===== src/rtl/hazard_scoreboard.sv =====
// Hazard/stall controller for the 5-stage pipeline.
// Raises the FD freeze / DX bubble for load-use, multdiv structural and multdiv data hazards,
// sequences one in-flight multdiv op, arbitrates its writeback slot against MW, and keeps a
// saturating count of stalled cycles.
module hazard_scoreboard #(
    parameter int unsigned MULT_LATENCY = 32,
    parameter int unsigned DIV_LATENCY  = 32,
    parameter int unsigned NONBLOCKING  = 1,
    parameter int unsigned STALL_CNT_W  = 16
) (
    input  logic                   clock_i,
    input  logic                   reset_i,
    input  logic [31:0]            fd_ir_i,
    input  logic [31:0]            dx_ir_i,
    input  logic                   mw_writes_i,
    input  logic                   md_ready_i,
    input  logic                   stat_clear_i,
    output logic                   stall_fd_o,
    output logic                   bubble_dx_o,
    output logic                   md_start_o,
    output logic                   md_busy_o,
    output logic                   md_wb_en_o,
    output logic [4:0]             md_wb_rd_o,
    output logic [STALL_CNT_W-1:0] stall_count_o
);

    localparam int unsigned MaxLat = (MULT_LATENCY > DIV_LATENCY) ? MULT_LATENCY : DIV_LATENCY;
    localparam int unsigned CntW   = ($clog2(MaxLat + 1) > 6) ? $clog2(MaxLat + 1) : 6;

    localparam logic [CntW-1:0] CntOne  = CntW'(1);
    localparam logic [CntW-1:0] MultLat = CntW'(MULT_LATENCY);
    localparam logic [CntW-1:0] DivLat  = CntW'(DIV_LATENCY);

    localparam logic [4:0] OpR     = 5'b00000;
    localparam logic [4:0] OpJal   = 5'b00011;
    localparam logic [4:0] OpAddi  = 5'b00101;
    localparam logic [4:0] OpSw    = 5'b00111;
    localparam logic [4:0] OpLw    = 5'b01000;
    localparam logic [4:0] AluMult = 5'b00110;
    localparam logic [4:0] AluDiv  = 5'b00111;

    typedef enum logic [1:0] {
        StIdle,
        StBusy,
        StWb
    } state_e;

    state_e                 state_q, state_d;
    logic [CntW-1:0]        cnt_q, cnt_d;
    logic [4:0]             pend_rd_q, pend_rd_d;
    logic [STALL_CNT_W-1:0] stall_count_q, stall_count_d;

    // Instruction field decode
    logic [4:0] fd_op, fd_rd, fd_rs, fd_rt, fd_alu;
    logic [4:0] dx_op, dx_rd, dx_alu;
    logic [4:0] fd_dest;
    logic       fd_is_md, dx_is_md, dx_is_lw, fd_is_sw, fd_writes;

    assign fd_op  = fd_ir_i[31:27];
    assign fd_rd  = fd_ir_i[26:22];
    assign fd_rs  = fd_ir_i[21:17];
    assign fd_rt  = fd_ir_i[16:12];
    assign fd_alu = fd_ir_i[6:2];
    assign dx_op  = dx_ir_i[31:27];
    assign dx_rd  = dx_ir_i[26:22];
    assign dx_alu = dx_ir_i[6:2];

    assign fd_is_md  = (fd_op == OpR) && ((fd_alu == AluMult) || (fd_alu == AluDiv));
    assign dx_is_md  = (dx_op == OpR) && ((dx_alu == AluMult) || (dx_alu == AluDiv));
    assign dx_is_lw  = (dx_op == OpLw);
    assign fd_is_sw  = (fd_op == OpSw);
    assign fd_writes = (fd_op == OpR) || (fd_op == OpAddi) || (fd_op == OpLw) || (fd_op == OpJal);
    assign fd_dest   = (fd_op == OpJal) ? 5'd31 : fd_rd;

    // Fields the scoreboard never looks at
    logic unused_ir;
    assign unused_ir = ^{fd_ir_i[11:7], fd_ir_i[1:0], dx_ir_i[21:7], dx_ir_i[1:0]};

    // FD reads or overwrites the pending multdiv destination (r0 never counts)
    logic dep_pend, dep_dx;
    assign dep_pend = (pend_rd_q != 5'd0) &&
                      ((fd_rs == pend_rd_q) || (fd_rt == pend_rd_q) ||
                       (fd_writes && (fd_dest == pend_rd_q)));
    // Same test against a multdiv that is launching from DX this cycle
    assign dep_dx   = (dx_rd != 5'd0) &&
                      ((fd_rs == dx_rd) || (fd_rt == dx_rd) ||
                       (fd_writes && (fd_dest == dx_rd)));

    // Stall decision: OR of load-use, structural and multdiv data hazards
    always_comb begin
        logic load_use, structural, md_data;
        load_use   = dx_is_lw && (dx_rd != 5'd0) &&
                     ((fd_rs == dx_rd) || ((fd_rt == dx_rd) && !fd_is_sw));
        structural = fd_is_md && ((state_q != StIdle) || dx_is_md);
        if (NONBLOCKING != 0) begin
            md_data = ((state_q != StIdle) && dep_pend) || (dx_is_md && dep_dx);
        end else begin
            md_data = (state_q != StIdle) || dx_is_md;
        end
        stall_fd_o = load_use || structural || md_data;
    end

    assign bubble_dx_o   = stall_fd_o;
    assign md_busy_o     = (state_q != StIdle);
    assign md_wb_rd_o    = pend_rd_q;
    assign stall_count_o = stall_count_q;

    // Multdiv sequencer next state: launch, count down (or early ready), then win the WB slot
    always_comb begin
        state_d    = state_q;
        cnt_d      = cnt_q;
        pend_rd_d  = pend_rd_q;
        md_start_o = 1'b0;
        md_wb_en_o = 1'b0;
        case (state_q)
            StIdle: begin
                if (dx_is_md) begin
                    md_start_o = 1'b1;
                    pend_rd_d  = dx_rd;
                    cnt_d      = (dx_alu == AluMult) ? MultLat : DivLat;
                    state_d    = StBusy;
                end
            end
            StBusy: begin
                cnt_d = cnt_q - CntOne;
                if ((cnt_q == CntOne) || md_ready_i) begin
                    state_d = StWb;
                end
            end
            StWb: begin
                // MW owns the regfile write port; hold the result until it is free
                md_wb_en_o = ~mw_writes_i;
                if (!mw_writes_i) begin
                    cnt_d   = '0;
                    state_d = StIdle;
                end
            end
            default: begin
                state_d = StIdle;
            end
        endcase
    end

    // Stall-cycle counter next state: clear wins, otherwise saturating increment
    always_comb begin
        stall_count_d = stall_count_q;
        if (stat_clear_i) begin
            stall_count_d = '0;
        end else if (stall_fd_o && !(&stall_count_q)) begin
            stall_count_d = stall_count_q + STALL_CNT_W'(1);
        end
    end

    // State registers; reset abandons any in-flight multdiv
    always_ff @(posedge clock_i or posedge reset_i) begin
        if (reset_i) begin
            state_q       <= StIdle;
            cnt_q         <= '0;
            pend_rd_q     <= 5'd0;
            stall_count_q <= '0;
        end else begin
            state_q       <= state_d;
            cnt_q         <= cnt_d;
            pend_rd_q     <= pend_rd_d;
            stall_count_q <= stall_count_d;
        end
    end

endmodule


===== config.mk =====
export PLATFORM = sky130hd
export DESIGN_NAME = hazard_scoreboard
export DESIGN_NICKNAME = d
export VERILOG_FILES = /design/src/rtl/hazard_scoreboard.sv
export SDC_FILE = /design/constraint.sdc
export NUM_CORES = 1
export LEC_CHECK = 0
export BUFFER_PORTS_ARGS = -buffer_cell sky130_fd_sc_hd__buf_2
export CORE_ASPECT_RATIO = 0.75
export CORE_UTILIZATION = 44
export DETAILED_ROUTE_END_ITERATION = 8
export PLACE_DENSITY = 0.84
export SYNTH_ARGS = -nofsm -noshare
export SYNTH_HDL_FRONTEND = slang
export SYNTH_SLANG_ARGS = --single-unit

===== constraint.sdc =====
create_clock -name clock_i -period 2.2 [get_ports clock_i]
set_input_delay 0.22 -clock clock_i [delete_from_list [all_inputs] [get_ports clock_i]]
set_output_delay 0.22 -clock clock_i [all_outputs]
set_load 0.05 [all_outputs]

==> summary by stage <==
Clocking
The deepest level of the CTS H-tree is 2. The number of hold-repair buffers added at the cts stage is 0. The count of clock tree sinks is 29. The later-pin clock latency in the skew report is 0.28 ns. Counting along the longest clock path gives a buffer depth of 2. The clock-pin slew on the worst setup and hold paths is 0.07 ns.

The clock tree from TritonCTS is done. The cell at the root of the clock tree is sky130_fd_sc_hd__clkbuf_8. The TritonCTS buffer count is 5.

Detailed routing
The detail-routed net length per standard cell is ~15 um. The post-detailed-route DRC marker count is 0. The detailed-route vias per instance is 5.77. The detailed router's first-iteration violation count is 177.

The remaining antenna violation count is 0. The vias after detailed routing is 2543. The first-pass iteration count of the detailed router is 5. After detailed routing, the total wire length is 6710 um.

Synthesis
The most common cell in the netlist is sky130_fd_sc_hd__nand2_1. The share of synthesized registers carrying an async set or reset is 1.00. The synthesis warning total is 0. sky130_fd_sc_hd__dfrtp_1 takes more of the synthesized area than any other cell. The sequential cell area fraction in the yosys report is 0.319. Among all flip-flop cells after synthesis, the most frequent one is sky130_fd_sc_hd__dfrtp_1.

The mapped cell area is 2280 um2. The number of enable flip-flop cells after synthesis is 0. The gate count after technology mapping is approximately 280.

The number of nets in the synthesized netlist is 360. Sorting the synthesized cells by how often they occur yields sky130_fd_sc_hd__nand2_1, sky130_fd_sc_hd__dfrtp_1, sky130_fd_sc_hd__nor2_1. After synthesis, the mean cell area works out to 8.04 um2. The netlist uses between 40 and 50 different library cells. Counting flops and latches in the post-synthesis netlist gives 29. The fraction of post-synthesis cell area in the top cell type by area is 0.319. Ranked by total cell area, the synthesized netlist is headed by sky130_fd_sc_hd__dfrtp_1, sky130_fd_sc_hd__xnor2_1, sky130_fd_sc_hd__nand2_1.

Placement
The placed instance area is 2880 um2. The congestion estimate from routability-driven global placement came to 0.891. The half-perimeter wire length of the detailed placement result is 4650 um. The total of buffers placed on input and output ports is a little under 70. In this run, placement finished with an instance count of roughly 420.

Outcome
The run finished, with violations left. The checks that failed: setup timing.

STA
The number of failing hold endpoints at the final stage is 0. Dividing the final minimum period by the clock period gives 1.06. The clock period minus worst slack is 2.32 ns.

Setup repair after global routing could not meet its margin everywhere. Setup violations remaining at the end of the flow were counted as 11. The final setup skew is 0.00892 ns. The actual slew at the worst max-slew pin is a little over 0.4 ns. The maximum frequency from static timing analysis is 430 MHz. The worst pin sits at a relative slew slack of 0.724. The post-route worst setup slack is -0.124 ns.

The final-report max-slew violation count was 0.

GRT
The first global-routing pass estimated 10900 um of wire. Entering global routing, the biggest net connects 30 pins. The overall routing resource usage is 0.249. The via count of the first global-routing pass is 2398. The number of antenna violations at the first check in global routing was 0. The remaining global-route overflow is 0.

Pwr
The standby leakage power is 1.50 nW. The cell area power density is 578 nW/um2. The worst-case vdd ir drop is 0.330 mV.

Floorplan
The top-level port count is 95. The number of placement rows is 22. The placeable core area is 4930 um2.

The height of the die is roughly 64 um. The floorplan step defined a die boundary enclosing 5470 um2. The floorplan step set the die width to 85.0 um. The initial standard-cell utilization of the core is 0.462.

Critical path
On the critical path, the stage with the largest delay is an instance of sky130_fd_sc_hd__dfrtp_2. The largest driver fanout on the critical path is 6. The worst setup path is captured at a flop. The signal on the critical path passes through a222oi_1 -> a31oi_1 -> or3_1 -> and4_4 -> bufbuf_16 -> or4_4 -> a21oi_2. The worst setup path startpoint is md_wb_rd_o[0]. In this design, the largest share of critical-path delay is due to simple AND/OR/NAND/NOR gates. The worst path arrival time is 2.53 ns. Data on the critical path is required at its endpoint by 2.40 ns. Together, buffers and inverters on the worst path number 1. STA classifies the critical path startpoint as a flop. The critical path in this run is classified as reg2reg. The worst register-to-register path begins at md_wb_rd_o[0]. The largest incremental delay on the critical path is 0.44 ns.

Worst hold path
In this run the worst hold path is classified as in2async.

Final layout
The total non-filler cell area in the finished layout is approximately 3200 um2. For this run, the share of the core covered by cells in the final layout is 0.647. The sequential cell area is 742 um2. The fraction of final layout cells sized beyond drive strength 1 is 0.407. The filler cell count in the final layout is 393. The net total in the final layout is 457.

The number of standard cells in the final layout excluding fillers is 441. The number of antenna diodes in the final layout is 0. The multi-input combinational cells in the finished layout cover a total of around 1500 um2. Compared with the post-synthesis result, the final layout area differs by 40.1%.

Run
Max-cap violations in this run came to 0.
[per-layer routing]
metal,wire length [um],GRT usage
met3,375,0.0465
met5,0,0
met1,3070,0.327
met2,3230,0.422
met4,36,0.0636
[logic make-up (layout without fill, tap and decap cells)]
group	after synthesis	after routing	share of synthesized area
flops	29	29	0.319
mux	6	6	0.0291
simple gates	128	128	0.305
buf+inv	33	131	0.0654
fa+ha+maj	8	8	0.0440
xor+xnor	23	23	0.0885
compound gates	56	56	0.150
[worst min-delay path: stages]
cell	delay, ns
sky130_fd_sc_hd__buf_2	0.10
sky130_fd_sc_hd__inv_1	0.05
sky130_fd_sc_hd__buf_4	0.34
[path summary, 6_finish.rpt]
| kind | cells past startpoint | end | slack, ns |
|---|---|---|---|
| hold / removal | 3 | stall_count_o[11] | 0.02 |
| max in group asynchronous | 3 | md_wb_rd_o[4] | 1.87 |
| min in group clock_i | 3 | md_wb_rd_o[3] | 0.23 |
| setup reg to reg | 7 | stall_count_o[7] | -0.12 |
| hold reg to reg | 1 | cnt_q[4] | 0.49 |
| setup / recovery | 7 | stall_count_o[7] | -0.12 |
[power by group]
group	total, mW	internal, mW	switching (mW)	leakage, nW
Combinational	0.786	0.329	0.457	1.08
Sequential	0.626	0.587	0.0398	0.376
Clock	0.431	0.218	0.213	0.0439
Total	1.84	1.13	0.709	1.50
[flip-flops by register name, indices dropped and copies added, names as in the netlist]
register	flops
state_q	2
cnt_q	6
stall_count_o	16
md_wb_rd_o	5
[metrics by stage]
step	hold slack (ns)	TNS (ns)	power [mW]	setup slack, ns
floorplan	0.297	-1.82	1.12	-0.192
global placement	0.320	-1.40	1.33	-0.190
detailed placement	0.329	-2.27	1.37	-0.253
global route	0.0440	-2.75	1.97	-0.240
finish	0.0221	-0.640	1.84	-0.124
CTS	0.0284	-0.299	1.82	-0.0532
[final cells by class]
cell class / instances / area share
multi-input cells: 221 / 0.469
flip-flops and latches: 29 / 0.233
repair buffers: 109 / 0.230
well taps: 60 / 0.0235
clock buffers: 5 / 0.0216
inverters: 14 / 0.0177
clock inverters: 3 / 0.00549
[placed cells by master, fill, tap and decap left out, types with 7 or more instances in the layout]
cell                      synthesis  final
sky130_fd_sc_hd__buf_2            4     66
sky130_fd_sc_hd__buf_4            1     37
sky130_fd_sc_hd__nand2_1         33     33
sky130_fd_sc_hd__nor2_1          21     19
sky130_fd_sc_hd__xnor2_1         18     18
sky130_fd_sc_hd__dfrtp_1         29     16
sky130_fd_sc_hd__a21oi_1         18     14
sky130_fd_sc_hd__dfrtp_2          0     13
sky130_fd_sc_hd__nand3_1         12     12
sky130_fd_sc_hd__o21ai_0         12     12
sky130_fd_sc_hd__inv_1           13     12
sky130_fd_sc_hd__o31ai_1          9      8
sky130_fd_sc_hd__nor2b_1          7      7
sky130_fd_sc_hd__or4_1            8      7
sky130_fd_sc_hd__ha_1             8      7
[timing repair]
action | in CTS | in global routing
setup buffers | 1 | 6
setup endpoints to repair | 12 | 18
cloned | 2 | 0
gates resized for setup | 13 | 13
pin swaps | 0 | 3
hold endpoints to repair | 0 | 0
Power figures use the tool's default switching activity.
